### src/rtl/alu_pkg.sv
// Shared ALU definitions: opcode encoding, datapath widths, arbiter FSM states.
// Pure declarations, no logic; imported by the arbiter and its bench.
// No flow control of its own.
package alu_pkg;

    localparam int ALU_W    = 4;
    localparam int ALU_OP_W = 3;

    typedef enum logic [ALU_OP_W-1:0] {
        ADD = 3'b000,
        SUB = 3'b001,
        AND = 3'b010,
        OR  = 3'b011,
        XOR = 3'b100,
        NOT = 3'b101,
        SHR = 3'b110,
        SHL = 3'b111
    } alu_op_t;

    typedef enum logic [1:0] {
        ST_IDLE = 2'b00,
        ST_EXEC = 2'b01,
        ST_RESP = 2'b10
    } arb_state_t;

    // One requester's operation, kept together so operand muxing stays one select.
    typedef struct packed {
        alu_op_t          op;
        logic [ALU_W-1:0] a;
        logic [ALU_W-1:0] b;
    } alu_req_t;

endpackage

### src/rtl/rr_arbiter.sv
// Round-robin pick: first set req bit at or above ptr, wrapping modulo NUM_REQ.
// Latency: zero, purely combinational.
// Backpressure: none; grant is all-zero when no req bit is set.
module rr_arbiter #(
    parameter int NUM_REQ = 4
) (
    input  logic [NUM_REQ-1:0]         req,
    input  logic [$clog2(NUM_REQ)-1:0] ptr,
    output logic [NUM_REQ-1:0]         grant,
    output logic [$clog2(NUM_REQ)-1:0] grant_idx
);

    localparam int IDX_W = $clog2(NUM_REQ);

    logic             found;
    logic [IDX_W-1:0] pos;

    always_comb begin
        grant     = '0;
        grant_idx = '0;
        found     = 1'b0;
        pos       = '0;
        for (int off = 0; off < NUM_REQ; off++) begin
            pos = IDX_W'((int'(ptr) + off) % NUM_REQ);
            if (!found && req[pos]) begin
                found      = 1'b1;
                grant[pos] = 1'b1;
                grant_idx  = pos;
            end
        end
    end

endmodule

### src/rtl/alu_arbiter.sv
// Shares one ALU between NUM_REQ requesters, round-robin, one operation in flight.
// Latency: accept at E0, result captured at E0+ALU_LATENCY+1, resp_valid right after.
// Backpressure: resp_ready low parks the block in RESP with every req_ready low.
module alu_arbiter
    import alu_pkg::*;
#(
    parameter int NUM_REQ     = 4,
    parameter int ALU_LATENCY = 1
) (
    input  logic                     clk,
    input  logic                     rst_n,
    input  logic [NUM_REQ-1:0]       req_valid,
    output logic [NUM_REQ-1:0]       req_ready,
    input  logic [3*NUM_REQ-1:0]     req_op,
    input  logic [4*NUM_REQ-1:0]     req_a,
    input  logic [4*NUM_REQ-1:0]     req_b,
    output logic [NUM_REQ-1:0]       resp_valid,
    input  logic [NUM_REQ-1:0]       resp_ready,
    output logic [ALU_W-1:0]         resp_result,
    output logic                     resp_carry,
    output logic                     busy,
    output logic [ALU_OP_W-1:0]      alu_op,
    output logic [ALU_W-1:0]         alu_a,
    output logic [ALU_W-1:0]         alu_b,
    input  logic [ALU_W-1:0]         alu_result,
    input  logic                     alu_carry
);

    localparam int IDX_W = $clog2(NUM_REQ);
    localparam int CNT_W = $clog2(ALU_LATENCY + 1);

    arb_state_t       state;
    arb_state_t       state_nxt;
    logic [IDX_W-1:0] rr_ptr;
    logic [IDX_W-1:0] gid;
    logic [IDX_W-1:0] grant_idx;
    logic [IDX_W-1:0] ptr_nxt;
    logic [CNT_W-1:0] cnt;
    logic [NUM_REQ-1:0] grant;
    logic             accept;
    alu_req_t         req_dat [NUM_REQ];
    alu_req_t         sel;
    alu_req_t         alu_q;

    for (genvar i = 0; i < NUM_REQ; i++) begin : g_unpack
        assign req_dat[i] = '{
            op: alu_op_t'(req_op[ALU_OP_W*i +: ALU_OP_W]),
            a:  req_a[ALU_W*i +: ALU_W],
            b:  req_b[ALU_W*i +: ALU_W]
        };
    end

    rr_arbiter #(
        .NUM_REQ   (NUM_REQ)
    ) u_rr (
        .req       (req_valid),
        .ptr       (rr_ptr),
        .grant     (grant),
        .grant_idx (grant_idx)
    );

    assign sel     = req_dat[grant_idx];
    assign accept  = (state == ST_IDLE) && (|req_valid);
    assign ptr_nxt = (grant_idx == IDX_W'(NUM_REQ - 1)) ? '0 : grant_idx + 1'b1;

    assign alu_op = alu_q.op;
    assign alu_a  = alu_q.a;
    assign alu_b  = alu_q.b;

    always_ff @(posedge clk) begin
        if (!rst_n) begin
            state <= ST_IDLE;
        end else begin
            state <= state_nxt;
        end
    end

    // Handshake outputs are forced low while reset is held so nothing is accepted or offered.
    always_comb begin
        state_nxt  = state;
        req_ready  = '0;
        resp_valid = '0;
        busy       = 1'b0;
        case (state)
            ST_IDLE: begin
                if (rst_n) begin
                    req_ready = grant;
                end
                if (accept) begin
                    state_nxt = ST_EXEC;
                end
            end
            ST_EXEC: begin
                busy = rst_n;
                if (cnt == '0) begin
                    state_nxt = ST_RESP;
                end
            end
            ST_RESP: begin
                busy = rst_n;
                if (rst_n) begin
                    resp_valid[gid] = 1'b1;
                end
                if (resp_ready[gid]) begin
                    state_nxt = ST_IDLE;
                end
            end
            default: begin
                state_nxt = ST_IDLE;
            end
        endcase
    end

    always_ff @(posedge clk) begin
        if (!rst_n) begin
            rr_ptr      <= '0;
            cnt         <= '0;
            gid         <= '0;
            alu_q       <= '0;
            resp_result <= '0;
            resp_carry  <= 1'b0;
        end else begin
            case (state)
                ST_IDLE: begin
                    if (accept) begin
                        alu_q  <= sel;
                        gid    <= grant_idx;
                        cnt    <= CNT_W'(ALU_LATENCY);
                        rr_ptr <= ptr_nxt;
                    end
                end
                ST_EXEC: begin
                    if (cnt != '0) begin
                        cnt <= cnt - 1'b1;
                    end else begin
                        resp_result <= alu_result;
                        resp_carry  <= alu_carry;
                    end
                end
                default: begin
                end
            endcase
        end
    end

endmodule

### config.mk
export PLATFORM = sky130hd
export DESIGN_NAME = alu_arbiter
export DESIGN_NICKNAME = d
export VERILOG_FILES = /design/src/rtl/alu_pkg.sv /design/src/rtl/rr_arbiter.sv /design/src/rtl/alu_arbiter.sv
export SDC_FILE = /design/constraint.sdc
export NUM_CORES = 1
export LEC_CHECK = 0
export CAP_MARGIN = 10
export CORE_MARGIN = 3
export CORE_UTILIZATION = 40
export CTS_BUF_LIST = sky130_fd_sc_hd__clkbuf_2 sky130_fd_sc_hd__clkbuf_4 sky130_fd_sc_hd__clkbuf_8
export CTS_CLUSTER_SIZE = 10
export DETAILED_ROUTE_END_ITERATION = 8
export PLACE_DENSITY_LB_ADDON = 0.05
export SLEW_MARGIN = 5
export SYNTH_ARGS = -nofsm -noshare
export SYNTH_HDL_FRONTEND = slang
export SYNTH_HIERARCHICAL = 1
export SYNTH_SLANG_ARGS = --single-unit
### constraint.sdc
create_clock -name clk -period 7.95 [get_ports clk]
set_clock_uncertainty 0.15 [all_clocks]
set_input_delay 1.1925 -clock clk [delete_from_list [all_inputs] [get_ports clk]]
set_output_delay 1.1925 -clock clk [all_outputs]
set_load 0.005 [all_outputs]
==> impl_results.md <==
- Post-synth top cells: 35 x nand2_1, 23 x dfxtp_1, 13 x mux4_2, 11 x mux2i_1
- CTS Hold Bufs: 0
- Via Count: 1625
- Setup crit start kind: input port
- Area grow syn2layout: 49.5%
- Status: completed
- Clock-pin slew on the worst setup and hold paths: 0.08 ns
- IO Count: 84
- Total power: 0.772 mW
- Total GRT Usage: 0.161
- VDD IR max: around 140 µV
- Post-synthesis mux area share: 0.254
- Dominant synthesized flop cell: dfxtp_1
- Leakage: 0.973 nW
- Final HPWL DP: ~3200 µm
- RSZ-0062 raised after global routing: no
- Initial antenna violation count: 0
- Fin crit share: 0.624
- Final setup vio count: 0
- Actual slew at the worst max-slew pin: 0.987 ns
- Vias in the first global route: 1561
- Largest net degree at the start of global routing: 33
- Asr flop ratio synth: 0
- H-tree Lvls: 1
- Initial core utilization: 0.430
- Total of max-cap violations: 0
- Compound-cell area share of the yosys netlist: 0.188
- FF+latch count, synth: 23
- Routability cong.: 0.872
- Slew Viols, Final: 0
- Final layout net count: 327
- FP Rows: 23
- Iter 0 DRT Violations: 62
- DRT Pass-1 Iters: 4
- Total gr overflow: 0
- Remaining DRCs: 0
- TritonCTS clock tree: yes
- Avg WL per Cell: 13.4 µm
- Syn Nets: 249
- Postcts setup bufs: 0
- Number of enable flip-flop cells after synthesis: 0
- Sequential element share of the synthesized area: 0.257
- Crit path required time: 6.61 ns
- Top cells by area, synth: dfxtp_1 26%, mux4_2 16%, nand2_1 7.3%, ha_1 6.3%, mux2i_1 6.1%
- Unique masters post-synth: 36
- PwrDens: around 290 nW/µm²
- Area share of the leading cell type in the synthesized netlist: 0.257
- Mean post-synth cell area: roughly 9.9 µm²
- Mapped Cells: 181
- Largest family of logic cells by synthesized area: multiplexers
- Fin Setup TNS: 0 ns
- Core area: 4170 µm²
- First-pass GRT wire length: 6820 µm
- Most frequent cell after synthesis: nand2_1
- Die Wd: 73.0 µm
- Simple-gate portion of the synthesized area: 0.186
- Hold Vio Cnt, Final: 0
- Worst slew margin: 0.340
- I/O Buffers: 83
- Clk Latency, worst-skew pair: about 0.26 ns
- Ys Warns: 6
- Hold Path Class: flip-flop to flip-flop
- Die Ht: 73.0 µm
- Via density: roughly 5.3
- Crit. End Element: output pin
- Post-synth top area cell: dfxtp_1
- CTS resizes: 0
- Peak Freq: 202 MHz
- CP Class: input port to output pin
- Layout cells sized above 1: 0.128
- Arrival time worst endpoint: 3.62 ns
- Layout Utilization: 0.643
- Clock tree sinks: 23
- Crit path time final: 4.96 ns
- Crit path max fanout: 9
- Clock buffer depth: 2
- Mapped Area: 1790 µm²
- Final wirelength: 4140 µm
- Post-Synth XOR/XNOR Area: 0
- Antenna fix cells: 0
- Antenna-violating nets left: 0
- Clock Root Buffer: clkbuf_8
- Post-synthesis adder-cell area fraction: 0.0628
- Total die area: 5320 µm²
- CTS Buf Count: 3
## power by group
group	leakage, nW	internal (mW)	switching [mW]	total [mW]
sequential	0.190	0.155	0.0363	0.191
combinational	0.758	0.276	0.234	0.510
clock	0.0255	0.0349	0.0368	0.0717
## area by class of cell
type / count / area (µm²)
fill: 350 / 1490
multi-input combinational: 141 / 1250
timing repair buffer: 84 / 838
sequential: 23 / 460
tap: 50 / 62.6
clock buffer: 3 / 41.3
inverter: 6 / 22.5
clock inverter: 1 / 5.00
## stage by stage
stage          std cells  cell area, µm²  hold WS (ns)  setup slack, ns
2_1_floorplan        181            1790         0.305             4.21
3_3_place_gp         304            2640         0.304             3.04
3_5_place_dp         304            2640         0.307             2.99
4_1_cts              308            2680         0.318             2.99
5_1_grt              308            2680         0.336             2.84
6_report             308            2680         0.313             2.99
## worst paths after layout
check | slack (ns) | to | start | cells past startpoint
worst min-delay path | 0.31 | alu_b[2] | alu_b[2] | 2
worst min register to register | 0.31 | alu_b[2] | alu_b[2] | 2
worst max-delay path | 2.99 | req_ready[2] | req_valid[1] | 8
worst max register to register | 4.27 | alu_a[3] | rr_ptr[0] | 8
## routing by layer
metal,global-route usage,share of wire
met3,0.0482,0.088
met4,0.0533,0.015
met1,0.188,0.41
met5,0,0
met2,0.282,0.48
## registers in the layout (all words and copies together), names as in the netlist
register     flops
state            2
rr_ptr           2
gid              2
resp_result      4
alu_a            4
alu_b            4
resp_carry       1
cnt              1
alu_op           3
## logic make-up after synthesis
kind of cell | after synthesis
compound gates | 40
fa+ha+maj | 9
buf+inv | 17
flops | 23
mux | 26
simple gates | 66
## worst max-delay path, stage by stage
cell	delay, ns
clkdlybuf4s50_1	0.57
mux4_2	0.57
nand2b_4	0.17
nor3_4	0.27
a22oi_1	0.10
o21ai_1	0.08
and3_1	0.16
clkdlybuf4s50_1	0.50
## cells in the final DEF, fill, tap and decap left out, types with 2 or more instances in the layout
| cell | Yosys | routed |
|---|---|---|
| clkbuf_8 | 0 | 3 |
| nand3b_1 | 2 | 2 |
| o21a_1 | 2 | 2 |
| a21boi_0 | 6 | 6 |
| a21boi_2 | 9 | 9 |
| clkdlybuf4s50_1 | 0 | 83 |
| nor3_1 | 4 | 4 |
| mux4_1 | 2 | 2 |
| mux4_2 | 13 | 13 |
| a32oi_1 | 2 | 2 |
| inv_1 | 5 | 5 |
| mux2i_1 | 11 | 11 |
| nand3_1 | 2 | 2 |
| ha_1 | 9 | 9 |
| nor2_1 | 5 | 5 |
| o21ai_1 | 6 | 6 |
| and3_1 | 5 | 5 |
| nor2b_1 | 8 | 8 |
| dfxtp_1 | 23 | 23 |
| a22oi_1 | 8 | 8 |
| nand2_1 | 35 | 35 |
Power figures use the tool's default switching activity.
